**src/rtl/flag_hazard_ctrl.sv**
```systemverilog
// Status register (N,Z,C,V), ID condition evaluation and flag interlock.
// Tracks in-flight flag writers between ID and EX; stalls or forwards.
module flag_hazard_ctrl #(
   parameter int DEPTH   = 1,
   parameter bit FORWARD = 1'b1
) (
   input  logic       clk,
   input  logic       rst,
   input  logic       freeze,
   input  logic       flush,
   input  logic       id_valid,
   input  logic [3:0] id_cond,
   input  logic       id_s,
   input  logic       ex_valid,
   input  logic       ex_s,
   input  logic [3:0] ex_flags,
   output logic [3:0] flags,
   output logic       cond_pass,
   output logic       cond_stall,
   output logic [2:0] pend_cnt,
   output logic       seq_err
);

   // all slots younger than the EX slot
   localparam logic [DEPTH-1:0] YMASK = DEPTH'((1 << (DEPTH-1)) - 1);

   logic [DEPTH-1:0] pend;
   logic             ex_wr;
   logic             ex_claim;
   logic [3:0]       eff;
   logic             n, z, c, v;
   logic             needs_flags;
   logic             hazard;
   logic             issue_s;

   assign ex_claim    = ex_valid & ex_s;
   assign ex_wr       = ex_claim & ~freeze;
   assign eff         = (FORWARD && ex_wr) ? ex_flags : flags;
   assign {n, z, c, v} = eff;
   assign needs_flags = id_valid & (id_cond < 4'd14);
   assign hazard      = (|(pend & YMASK)) |
                        (pend[DEPTH-1] & ~(FORWARD & ex_wr));
   assign cond_stall  = needs_flags & hazard & ~flush;
   assign issue_s     = id_valid & id_s & cond_pass & ~cond_stall &
                        ~freeze & ~flush;

   // condition-code decode on the effective flags
   always_comb begin
      cond_pass = 1'b0;
      case (id_cond)
         4'd0:    cond_pass = z;
         4'd1:    cond_pass = ~z;
         4'd2:    cond_pass = c;
         4'd3:    cond_pass = ~c;
         4'd4:    cond_pass = n;
         4'd5:    cond_pass = ~n;
         4'd6:    cond_pass = v;
         4'd7:    cond_pass = ~v;
         4'd8:    cond_pass = c & ~z;
         4'd9:    cond_pass = ~c | z;
         4'd10:   cond_pass = (n == v);
         4'd11:   cond_pass = (n != v);
         4'd12:   cond_pass = ~z & (n == v);
         4'd13:   cond_pass = z | (n != v);
         4'd14:   cond_pass = 1'b1;
         default: cond_pass = 1'b0;
      endcase
   end

   // population count of in-flight flag writers
   always_comb begin
      pend_cnt = 3'd0;
      for (int i = 0; i < DEPTH; i++) begin
         pend_cnt = pend_cnt + 3'(pend[i]);
      end
   end

   // architectural status register, written by EX (flush does not gate it)
   always_ff @(posedge clk or posedge rst) begin
      if (rst) begin
         flags <= 4'b0000;
      end else if (ex_wr) begin
         flags <= ex_flags;
      end
   end

   // pending shift register: freeze holds, flush squashes younger slots
   always_ff @(posedge clk or posedge rst) begin
      if (rst) begin
         pend <= '0;
      end else if (!freeze) begin
         if (flush) begin
            pend <= '0;
         end else begin
            pend <= (pend << 1) | DEPTH'(issue_s);
         end
      end
   end

   // sticky mismatch between EX flag writer and the EX slot of pend
   always_ff @(posedge clk or posedge rst) begin
      if (rst) begin
         seq_err <= 1'b0;
      end else if (!freeze && (ex_claim != pend[DEPTH-1])) begin
         seq_err <= 1'b1;
      end
   end

endmodule

```
**config.mk**
```make
export PLATFORM = sky130hd
export DESIGN_NAME = flag_hazard_ctrl
export DESIGN_NICKNAME = d
export VERILOG_FILES = /design/src/rtl/flag_hazard_ctrl.sv
export SDC_FILE = /design/constraint.sdc
export NUM_CORES = 1
export LEC_CHECK = 0
export ABC_AREA = 1
export BUFFER_PORTS_ARGS = -buffer_cell sky130_fd_sc_hd__buf_2
export CAP_MARGIN = 25
export CORE_MARGIN = 2
export CORE_UTILIZATION = 35
export DETAILED_ROUTE_END_ITERATION = 16
export SLEW_MARGIN = 0
export SYNTH_ARGS = -nofsm -noshare
export SYNTH_HDL_FRONTEND = slang
export SYNTH_SLANG_ARGS = --single-unit
```
**constraint.sdc**
```tcl
create_clock -name clk -period 1.9 [get_ports clk]
set_clock_uncertainty 0.15 [all_clocks]
set_input_delay 0.095 -clock clk [delete_from_list [all_inputs] [get_ports clk]]
set_output_delay 0.095 -clock clk [all_outputs]
set_load 0.02 [all_outputs]
```
==> flow_summary.json, run 1 <==
{
  "die_area_sq_um": 2165,
  "detailedPlacementHpwl_mm": 1.284,
  "hold_depth": 3,
  "num_vias": 694,
  "min-delay-start": "ex_flags[1]",
  "synth_top_family_by_area": "simple AND/OR/NAND/NOR gates",
  "worstSetupStartpointType": "flip-flop",
  "cp_data_required_time_ns": 1.65,
  "worstSetupEndpointType": "output port",
  "post_synth_xor_area_fraction_pct": 1.383,
  "synth_common_cells": "33 x sky130_fd_sc_hd__nand2_1, 19 x sky130_fd_sc_hd__inv_1, 8 x sky130_fd_sc_hd__nand2_2, 8 x sky130_fd_sc_hd__nor2_1, 7 x sky130_fd_sc_hd__nand3_1",
  "routed-wl-met3_um": 73,
  "setup_viol": 0,
  "power.ir.vdd_worst_v": 0.0004000,
  "timing.fmax_mhz": 593.2,
  "routed_wirelength_mm": 1.551,
  "synth_seq_cells": 6,
  "cell_types_occupying_the_most_area_after_synthesis": "sky130_fd_sc_hd__dfrtp_1 24%, sky130_fd_sc_hd__nand2_1 20%, sky130_fd_sc_hd__inv_1 11%",
  "floorplan.io_pins": 26,
  "timing.setup.tns_ns": 0,
  "synth-edff-count": 0,
  "cts_hold_buf": 2,
  "antenna_cells": 0,
  "timing.final.crit_share_pct": 88.73,
  "worst_path_arrival_time_ns": 1.44,
  "antenna_found_initial": 0,
  "drc": 0,
  "postCtsResizedCells": 0,
  "maximum_number_of_pins_on_one_net_before_global_route_repair": 9,
  "synth.cell_area_sq_um": 633.1,
  "wirelength_met1_um": 721,
  "nets": 148,
  "timing.final.hold_violations": 0,
  "place.gp.congestion": 0.8554,
  "drt_pre_antenna_iters": 4,
  "min-delay-path-class": "primary input to flip-flop",
  "ctsLongestPathBuffers": 2,
  "initial_util_pct": 37.07,
  "post_cts_buffers": 0,
  "synth.area.mux_share_pct": 0,
  "async_flop_share_pct": 100.0,
  "clock_latency_ns": 0.25,
  "port_buffers": 23,
  "drt.antenna.violating_nets": 0,
  "yosys_warnings": 0,
  "synth_top_area_share_pct": 23.72,
  "post_synth_num_cell_types": 22,
  "synth.largest_area_cell": "sky130_fd_sc_hd__dfrtp_1",
  "post_synth_and_or_nand_nor_area_fraction_pct": 54.35,
  "synthMostInstantiatedCell": "sky130_fd_sc_hd__nand2_1",
  "grt_pass1_wl_mm": 2.470,
  "post-route-util_pct": 46.74,
  "power_per_standard_cell_area_nw_per_um2": 590.5,
  "dieHeight_um": 46.53,
  "clockRootBuffer": "sky130_fd_sc_hd__clkbuf_4",
  "die_width_um": 46.53,
  "timing.critical_path.slowest_cell_delay_ns": 0.39,
  "status": "complete, no violations",
  "gr-total-overflow": 0,
  "drc_marker_count_from_the_first_detailed_route_iteration": 14,
  "met2WireLength_um": 739,
  "fin_hold_ws_ns": 0.03670,
  "average_wire_per_standard_cell_um": 10.01,
  "seq_area_frac_synth_pct": 23.72,
  "maxSlewViolCount": 0,
  "postSynthCellCount": 105,
  "critical_path.cell_chain": "inv_1 > nand2_1 > nand2_1 > nand2_2 > nand3_2 > a21oi_1 > nor2_2 > nand2_2 > buf_2",
  "highest-signal-layer": "met4",
  "worstReg2RegEnd": "pend$_DFFE_PP0N_",
  "clock_tree_from_tritoncts": "built",
  "hold_end": "flags[1]$_DFF_PP0_",
  "worst_setup_path_class": "flip-flop to output port",
  "drive_above_1_share_pct": 31.54,
  "timing.reg2reg.worst_path_depth": 11,
  "cts_buffer_count": 3,
  "min_period_ns": 1.686,
  "adder_cell_share_of_the_synthesized_area_pct": 0,
  "maxCapViolations": 0,
  "tritoncts_num_sinks": 6,
  "rsz0062_at_grt": "no",
  "row_count": 15,
  "cp_slowest_cell": "sky130_fd_sc_hd__dfrtp_1",
  "drt-vias-per-instance": 4.477,
  "setup.reg_to_reg.worst_slack_ns": 0.51,
  "crit_fanout": 3,
  "first_global_vias": 632,
  "gr-usage-all-layers_pct": 16.61,
  "fp.coreArea_sq_um": 1708,
  "syn_area_per_cell_sq_um": 6.030,
  "htreeDepth": 1,
  "worst_r2r_startpoint": "flags[0]$_DFF_PP0_",
  "areaGrowthSynthToFinish_pct": 26.09,
  "clk_transition_reported_paths_ns": 0.05,
  "yosys_most_used_dff": "sky130_fd_sc_hd__dfrtp_1",
  "synth-compound-area-share_pct": 3.755,
  "power.static_leakage_uw": 0.0004940
}
[flip-flops by register name, indices dropped and copies added (netlist names)]
| register | count |
|---|---|
| seq_err | 1 |
| flags | 4 |
| pend | 1 |
[through the flow]
step / instances / cell area [sq um] / power, uW / setup slack, ns
floorplan: 106 / 636.9 / 289.7 / 0.4262
global placement: 150 / 755.7 / 349.0 / 0.3942
detailed placement: 150 / 755.7 / 348.8 / 0.3821
CTS: 155 / 798.3 / 476.4 / 0.1951
global route: 155 / 798.3 / 507.2 / 0.1221
finish: 155 / 798.3 / 471.4 / 0.2142
[worst max path at each step]
stage                                  start                to  slack (ns)  cells past startpoint
after global routing      flags[3]$_DFF_PP0_         cond_pass        0.12                     10
after global placement                freeze         cond_pass        0.39                     11
after CTS                 flags[0]$_DFF_PP0_         cond_pass        0.20                     10
final                     flags[0]$_DFF_PP0_         cond_pass        0.21                      9
after floorplan           flags[0]$_DFF_PP0_  pend$_DFFE_PP0N_        0.43                     11
after detailed placement              freeze         cond_pass        0.38                     12
[cell families (layout without fill, tap and decap cells)]
| family | Yosys count | after routing |
|---|---|---|
| other | 1 | 2 |
| AO/OA/AOI/OAI | 4 | 4 |
| XOR/XNOR | 1 | 1 |
| flip-flops | 6 | 6 |
| AND/OR/NAND/NOR | 69 | 69 |
| buffers and inverters | 24 | 48 |
[per-layer routing]
metal | GRT usage [%] | vias to the layer above
met3 | 5.882 | 2
met4 | 5.143 | 0
met2 | 28.06 | 20
met1 | 19.44 | 300
li1 | - | 372
met5 | 0 | -
[critical path, delay by kind of cell, from the launching register on]
| kind | cells | cell delay, ns |
|---|---|---|
| and+or+nand+nor | 6 | 0.43 |
| AOI/OAI and AO/OA | 1 | 0.18 |
| DFF | 1 | 0.39 |
| buffers and inverters | 2 | 0.21 |
[area by class of cell]
cell class              instances  area [sq um]
multi-input cells              76         384.1
flip-flops and latches          6         150.1
well taps                      25         31.28
clock buffers                   3         22.52
inverters                      20         75.07
fillers                       180         909.6
repair buffers                 25         135.1
[layout by cell type (no fill, tap or decap), drive strengths merged]
cell type	instances
nor2	11
a31oi	1
nand2	42
inv	20
xor2	1
nand3	9
o21ai	1
buf	23
dfrtp	6
o21bai	1
clkbuf	3
dlygate4sd3	2
conb	2
nor3	1
a21oi	1
nand4	6
[where the power goes]
part	leakage, uW	internal (uW)	switching (uW)
logic	0.000409	68.3	125
clock network	0.0000138	71.7	50.0
registers	0.0000707	143	13.4
total	0.000494	283	189
No activity file was read; power rests on OpenSTA's default activity.
==> run 2, diff against run 1 <==
CAP_MARGIN = default   (was 25)
REMOVE_ABC_BUFFERS = 1   (was default)
TNS_END_PERCENT = 5   (was default)
==> flow_summary.json, run 2 (synthesized netlist as in run 1, its figures left out) <==
{
  "dp_slack_ns": 0.3935,
  "first_global_vias": 610,
  "clock_tree_from_tritoncts": "built",
  "die_area_sq_um": 2165,
  "row_count": 15,
  "clk_transition_reported_paths_ns": 0.04,
  "num_vias": 682,
  "worst_r2r_startpoint": "flags[0]$_DFF_PP0_",
  "detailedPlacementHpwl_mm": 1.264,
  "largest_register": "flags",
  "min_period_ns": 1.670,
  "timing.critical_path.slowest_cell_delay_ns": 0.39,
  "areaGrowthSynthToFinish_pct": 26.09,
  "drc": 0,
  "antenna_cells": 0,
  "critical_path.cell_chain": "inv_1 > nand2_1 > nand2_1 > nand2_2 > nand3_2 > nand2_1 > nand2_1 > nor2_2 > nand2_2 > buf_2",
  "cp_data_required_time_ns": 1.65,
  "initial_util_pct": 37.07,
  "clock_latency_ns": 0.24,
  "fin_hold_ws_ns": 0.04752,
  "die_width_um": 46.53,
  "worst_setup_path_class": "flip-flop to output port",
  "final.fill_count": 182,
  "mostFrequentLayoutCell": "sky130_fd_sc_hd__nand2_1",
  "p_sw_share_pct": 39.34,
  "cp_slowest_cell": "sky130_fd_sc_hd__dfrtp_1",
  "place.gp.congestion": 0.8207,
  "status": "complete, no violations",
  "setup.reg_to_reg.worst_slack_ns": 0.51,
  "hold_end": "pend$_DFFE_PP0N_",
  "highest-signal-layer": "met4",
  "worstPathBufferInverterCount": 2,
  "min-delay-start": "id_s",
  "clock_power_share_pct": 24.7,
  "timing.final.crit_share_pct": 87.91,
  "power.ir.vdd_worst_v": 0.0005797,
  "floorplan.io_pins": 26,
  "hold_depth": 5,
  "fp.coreArea_sq_um": 1708,
  "nets": 148,
  "routed_wirelength_mm": 1.493,
  "maxSlewViolCount": 0,
  "worst_path_arrival_time_ns": 1.43,
  "grt_pass1_wl_mm": 2.484,
  "rsz0062_at_grt": "no",
  "power_per_standard_cell_area_nw_per_um2": 583.5,
  "cts_buffer_count": 3,
  "worstSetupEndpointType": "output port",
  "power.static_leakage_uw": 0.0004940,
  "dieHeight_um": 46.53,
  "tritoncts_num_sinks": 6,
  "antenna_found_initial": 0,
  "timing.final.hold_violations": 0,
  "worstReg2RegEnd": "pend$_DFFE_PP0N_",
  "met2WireLength_um": 684,
  "multi_input_gate_area_in_the_final_layout_sq_um": 384.1,
  "area.sequential_sq_um": 150.1,
  "design_power_total_uw": 465.8,
  "drive_above_1_share_pct": 31.54,
  "post-route-util_pct": 46.74,
  "combPwrFrac_pct": 41.9,
  "timing.fmax_mhz": 598.7,
  "netSwitchingPower_uw": 183.3,
  "drt_pre_antenna_iters": 4,
  "maxCapViolations": 0,
  "worstSetupStartpointType": "flip-flop",
  "min-delay-path-class": "primary input to flip-flop",
  "setup_viol": 0,
  "p_int_uw": 282.5,
  "layout.cells.most_common_list": "33 x sky130_fd_sc_hd__nand2_1, 23 x sky130_fd_sc_hd__buf_2, 19 x sky130_fd_sc_hd__inv_1",
  "routed-wl-met3_um": 81,
  "timing.reg2reg.worst_path_depth": 11,
  "timing.setup.tns_ns": 0,
  "reg.largest.list": "flags (4), pend (1), seq_err (1)",
  "crit_fanout": 3,
  "maximum_number_of_pins_on_one_net_before_global_route_repair": 9,
  "crit_path_frequent_cell": "sky130_fd_sc_hd__nand2_1",
  "layout_setup_ws_ns": 0.2297,
  "gr-usage-all-layers_pct": 16.89,
  "wirelength_met1_um": 712,
  "ctsLongestPathBuffers": 2,
  "drc_marker_count_from_the_first_detailed_route_iteration": 18,
  "gr-total-overflow": 0,
  "sequentialPowerShare_pct": 33.4,
  "drt.antenna.violating_nets": 0,
  "port_buffers": 23,
  "average_wire_per_standard_cell_um": 9.632,
  "critical-path-top-delay-family": "simple AND/OR/NAND/NOR gates",
  "largest_reg_flops": 4,
  "htreeDepth": 1,
  "drt-vias-per-instance": 4.400,
  "clockRootBuffer": "sky130_fd_sc_hd__clkbuf_4"
}
-- run 2: cell counts in the layout (fill, tap and decap cells not counted) --
Identical to the previous run, type by type.
-- run 2: how the worst max path moves through the flow --
stage                     cells after the start          startpoint  slack, ns               end
after floorplan                              11  flags[0]$_DFF_PP0_       0.43  pend$_DFFE_PP0N_
after global placement                       12              freeze       0.42         cond_pass
after detailed placement                     12              freeze       0.39         cond_pass
after CTS                                    10  flags[0]$_DFF_PP0_       0.22         cond_pass
after global routing                         10  flags[0]$_DFF_PP0_       0.12         cond_pass
final                                        10  flags[0]$_DFF_PP0_       0.23         cond_pass
-- run 2: metal layers --
metal	up-vias	GRT usage (%)
li1	368	-
met1	293	23.11
met2	19	24.72
met3	2	7.059
met4	0	3.429
met5	-	0
-- run 2: stage by stage --
step | cell area, sq um | cells
6_report | 798.3 | 155
5_1_grt | 798.3 | 155
4_1_cts | 798.3 | 155
3_5_place_dp | 755.7 | 150
3_3_place_gp | 755.7 | 150
2_1_floorplan | 609.3 | 102
-- run 2: tightest hold or removal path: stages --
cell and delay, ns:
sky130_fd_sc_hd__buf_2 0.07, sky130_fd_sc_hd__nand4_1 0.08, sky130_fd_sc_hd__inv_1 0.06, sky130_fd_sc_hd__nand2_1 0.05
sky130_fd_sc_hd__nand2_1 0.05
-- run 2: cell type report --
type	instances	share of cell area, %
clock buffer	3	2.821
inverter	20	9.404
multi-input combinational	76	48.12
timing repair buffer	25	16.93
tap	25	3.918
sequential	6	18.81
-- run 2: power by group through the flow --
stage | combinational, uW | clock, uW | sequential [uW]
after global placement | 192 | 0 | 157
after floorplan | 109 | 0 | 174
after CTS | 196 | 120 | 156
after global routing | 221 | 124 | 157
final | 195 | 115 | 156
after detailed placement | 192 | 0 | 157
-- run 2: what timing repair did --
action / CTS / global route
endpoints found under the hold margin: 8 / 0
hold buffers: 2 / 0
setup buffers: 0 / 0
gates resized for setup: 0 / 0
==> run 3, diff against run 2 <==
CORE_ASPECT_RATIO = 1.75   (was default)
CORE_UTILIZATION = 23   (was 35)
==> flow_summary.json, run 3 (synthesized netlist as in run 1, its figures left out) <==
{
  "crit_fanout": 3,
  "antenna_cells": 0,
  "fp.coreArea_sq_um": 2659,
  "mostFrequentLayoutCell": "sky130_fd_sc_hd__nand2_1",
  "groute.layer.met3.usage_pct": 2.948,
  "die_width_um": 43.66,
  "timing.reg2reg.worst_path_depth": 11,
  "hold_depth": 2,
  "routed_wirelength_mm": 1.809,
  "worst_setup_path_class": "flip-flop to output port",
  "power_per_standard_cell_area_nw_per_um2": 679.2,
  "worstSetupStartpointType": "flip-flop",
  "clockRootBuffer": "sky130_fd_sc_hd__clkbuf_8",
  "timing.final.hold_violations": 1,
  "min-delay-start": "freeze",
  "maximum_number_of_pins_on_one_net_before_global_route_repair": 9,
  "worstReg2RegEnd": "pend$_DFFE_PP0N_",
  "grt_busiest_layer": "met2",
  "worst_path_arrival_time_ns": 1.42,
  "nets": 147,
  "maxSlewViolCount": 0,
  "maxCapViolations": 0,
  "htreeDepth": 1,
  "drc_marker_count_from_the_first_detailed_route_iteration": 17,
  "min_period_ns": 1.669,
  "timing.setup.tns_ns": 0,
  "power.ir.vdd_worst_v": 0.0001679,
  "timing.fmax_mhz": 599.3,
  "floorplan.io_pins": 26,
  "ctsLongestPathBuffers": 2,
  "fin_hold_ws_ns": -0.003489,
  "drt_pre_antenna_iters": 4,
  "gr-total-overflow": 0,
  "grt_use_met1_pct": 10.34,
  "crit_path_frequent_cell": "sky130_fd_sc_hd__nand2_1",
  "initial_util_pct": 23.81,
  "layout.cells.most_common_list": "33 x sky130_fd_sc_hd__nand2_1, 23 x sky130_fd_sc_hd__buf_2, 19 x sky130_fd_sc_hd__inv_1",
  "timing.critical_path.slowest_cell_delay_ns": 0.40,
  "postCtsResizedCells": 0,
  "globalRouteMet2Util_pct": 25.82,
  "reg.largest.list": "flags (4), pend (1), seq_err (1)",
  "clock_tree_from_tritoncts": "built",
  "cp_slowest_cell": "sky130_fd_sc_hd__dfrtp_1",
  "drive_above_1_share_pct": 31.78,
  "final.fill_count": 306,
  "clock_latency_ns": 0.22,
  "post_cts_buffers": 0,
  "setup_viol": 0,
  "first_global_vias": 753,
  "drc": 0,
  "largest_reg_flops": 4,
  "setup.reg_to_reg.worst_slack_ns": 0.49,
  "tritoncts_num_sinks": 6,
  "cts_hold_buf": 1,
  "place.gp.congestion": 0.8806,
  "areaGrowthSynthToFinish_pct": 27.87,
  "grt_pass1_wl_mm": 3.015,
  "status": "complete, but fails checks",
  "average_wire_per_standard_cell_um": 11.60,
  "drt.antenna.violating_nets": 0,
  "hold_end": "seq_err$_DFFE_PP0P_",
  "timing.final.crit_share_pct": 87.82,
  "cp_data_required_time_ns": 1.65,
  "dieHeight_um": 73.41,
  "worst_r2r_startpoint": "flags[0]$_DFF_PP0_",
  "die_area_sq_um": 3205,
  "detailedPlacementHpwl_mm": 1.581,
  "port_buffers": 23,
  "critical-path-top-delay-family": "simple AND/OR/NAND/NOR gates",
  "drt-vias-per-instance": 4.660,
  "power.static_leakage_uw": 0.0004976,
  "critical_path.cell_chain": "inv_1 > nand2_1 > nand2_1 > nand2_2 > nand3_1 > nand2_1 > inv_1 > nor2_2 > nand2_2 > buf_2",
  "gr-usage-all-layers_pct": 12.71,
  "worstPathBufferInverterCount": 3,
  "largest_register": "flags",
  "worstSetupEndpointType": "output port",
  "post-route-util_pct": 30.45,
  "rsz0062_at_grt": "no",
  "min-delay-path-class": "primary input to flip-flop",
  "antenna_found_initial": 0,
  "clk_transition_reported_paths_ns": 0.04,
  "row_count": 25,
  "cts_buffer_count": 3,
  "failed_checks": "hold timing",
  "num_vias": 727
}
## run 3: stage by stage
step	setup slack [ns]	cells	hold slack, ns	total power (uW)	instance area (sq um)
2_1_floorplan	0.4263	102	-0.2640	282.9	609.3
3_3_place_gp	0.4000	152	-0.1160	355.4	758.2
3_5_place_dp	0.3816	152	-0.1164	355.7	758.2
4_1_cts	0.2212	156	0.007054	551.5	809.5
5_1_grt	0.09097	156	0.01464	583.2	809.5
6_report	0.2314	156	-0.003489	549.9	809.5
## run 3: worst max path at each step
stage                             from                to  slack [ns]  depth (start not counted)
finish              flags[0]$_DFF_PP0_         cond_pass        0.23                         10
global route        flags[3]$_DFF_PP0_         cond_pass        0.09                         10
CTS                 flags[3]$_DFF_PP0_         cond_pass        0.22                         10
detailed placement              freeze         cond_pass        0.38                         12
global placement                freeze         cond_pass        0.40                         12
floorplan           flags[0]$_DFF_PP0_  pend$_DFFE_PP0N_        0.43                         11
## run 3: power breakdown
group | switching, uW | leakage [uW] | internal [uW]
logic | 130 | 0.000405 | 66.9
registers | 14.6 | 0.0000707 | 143
clock network | 58.6 | 0.0000216 | 136
total | 203 | 0.000498 | 347
## run 3: area by class of cell
cell class	count	area, sq um	area share, %
Clock buffer	3	41.29	5.100
Inverter	20	75.07	9.274
Multi-Input combinational cell	76	384.1	47.45
Sequential cell	6	150.1	18.55
Tap cell	27	33.78	4.173
Timing Repair Buffer	24	125.1	15.46
## run 3: metal layers
metal / share of wire (%) / up-vias
met1: 30 / 321
met4: 2.7 / 0
met2: 59 / 31
li1: - / 369
met3: 7.5 / 6
met5: 0 / -
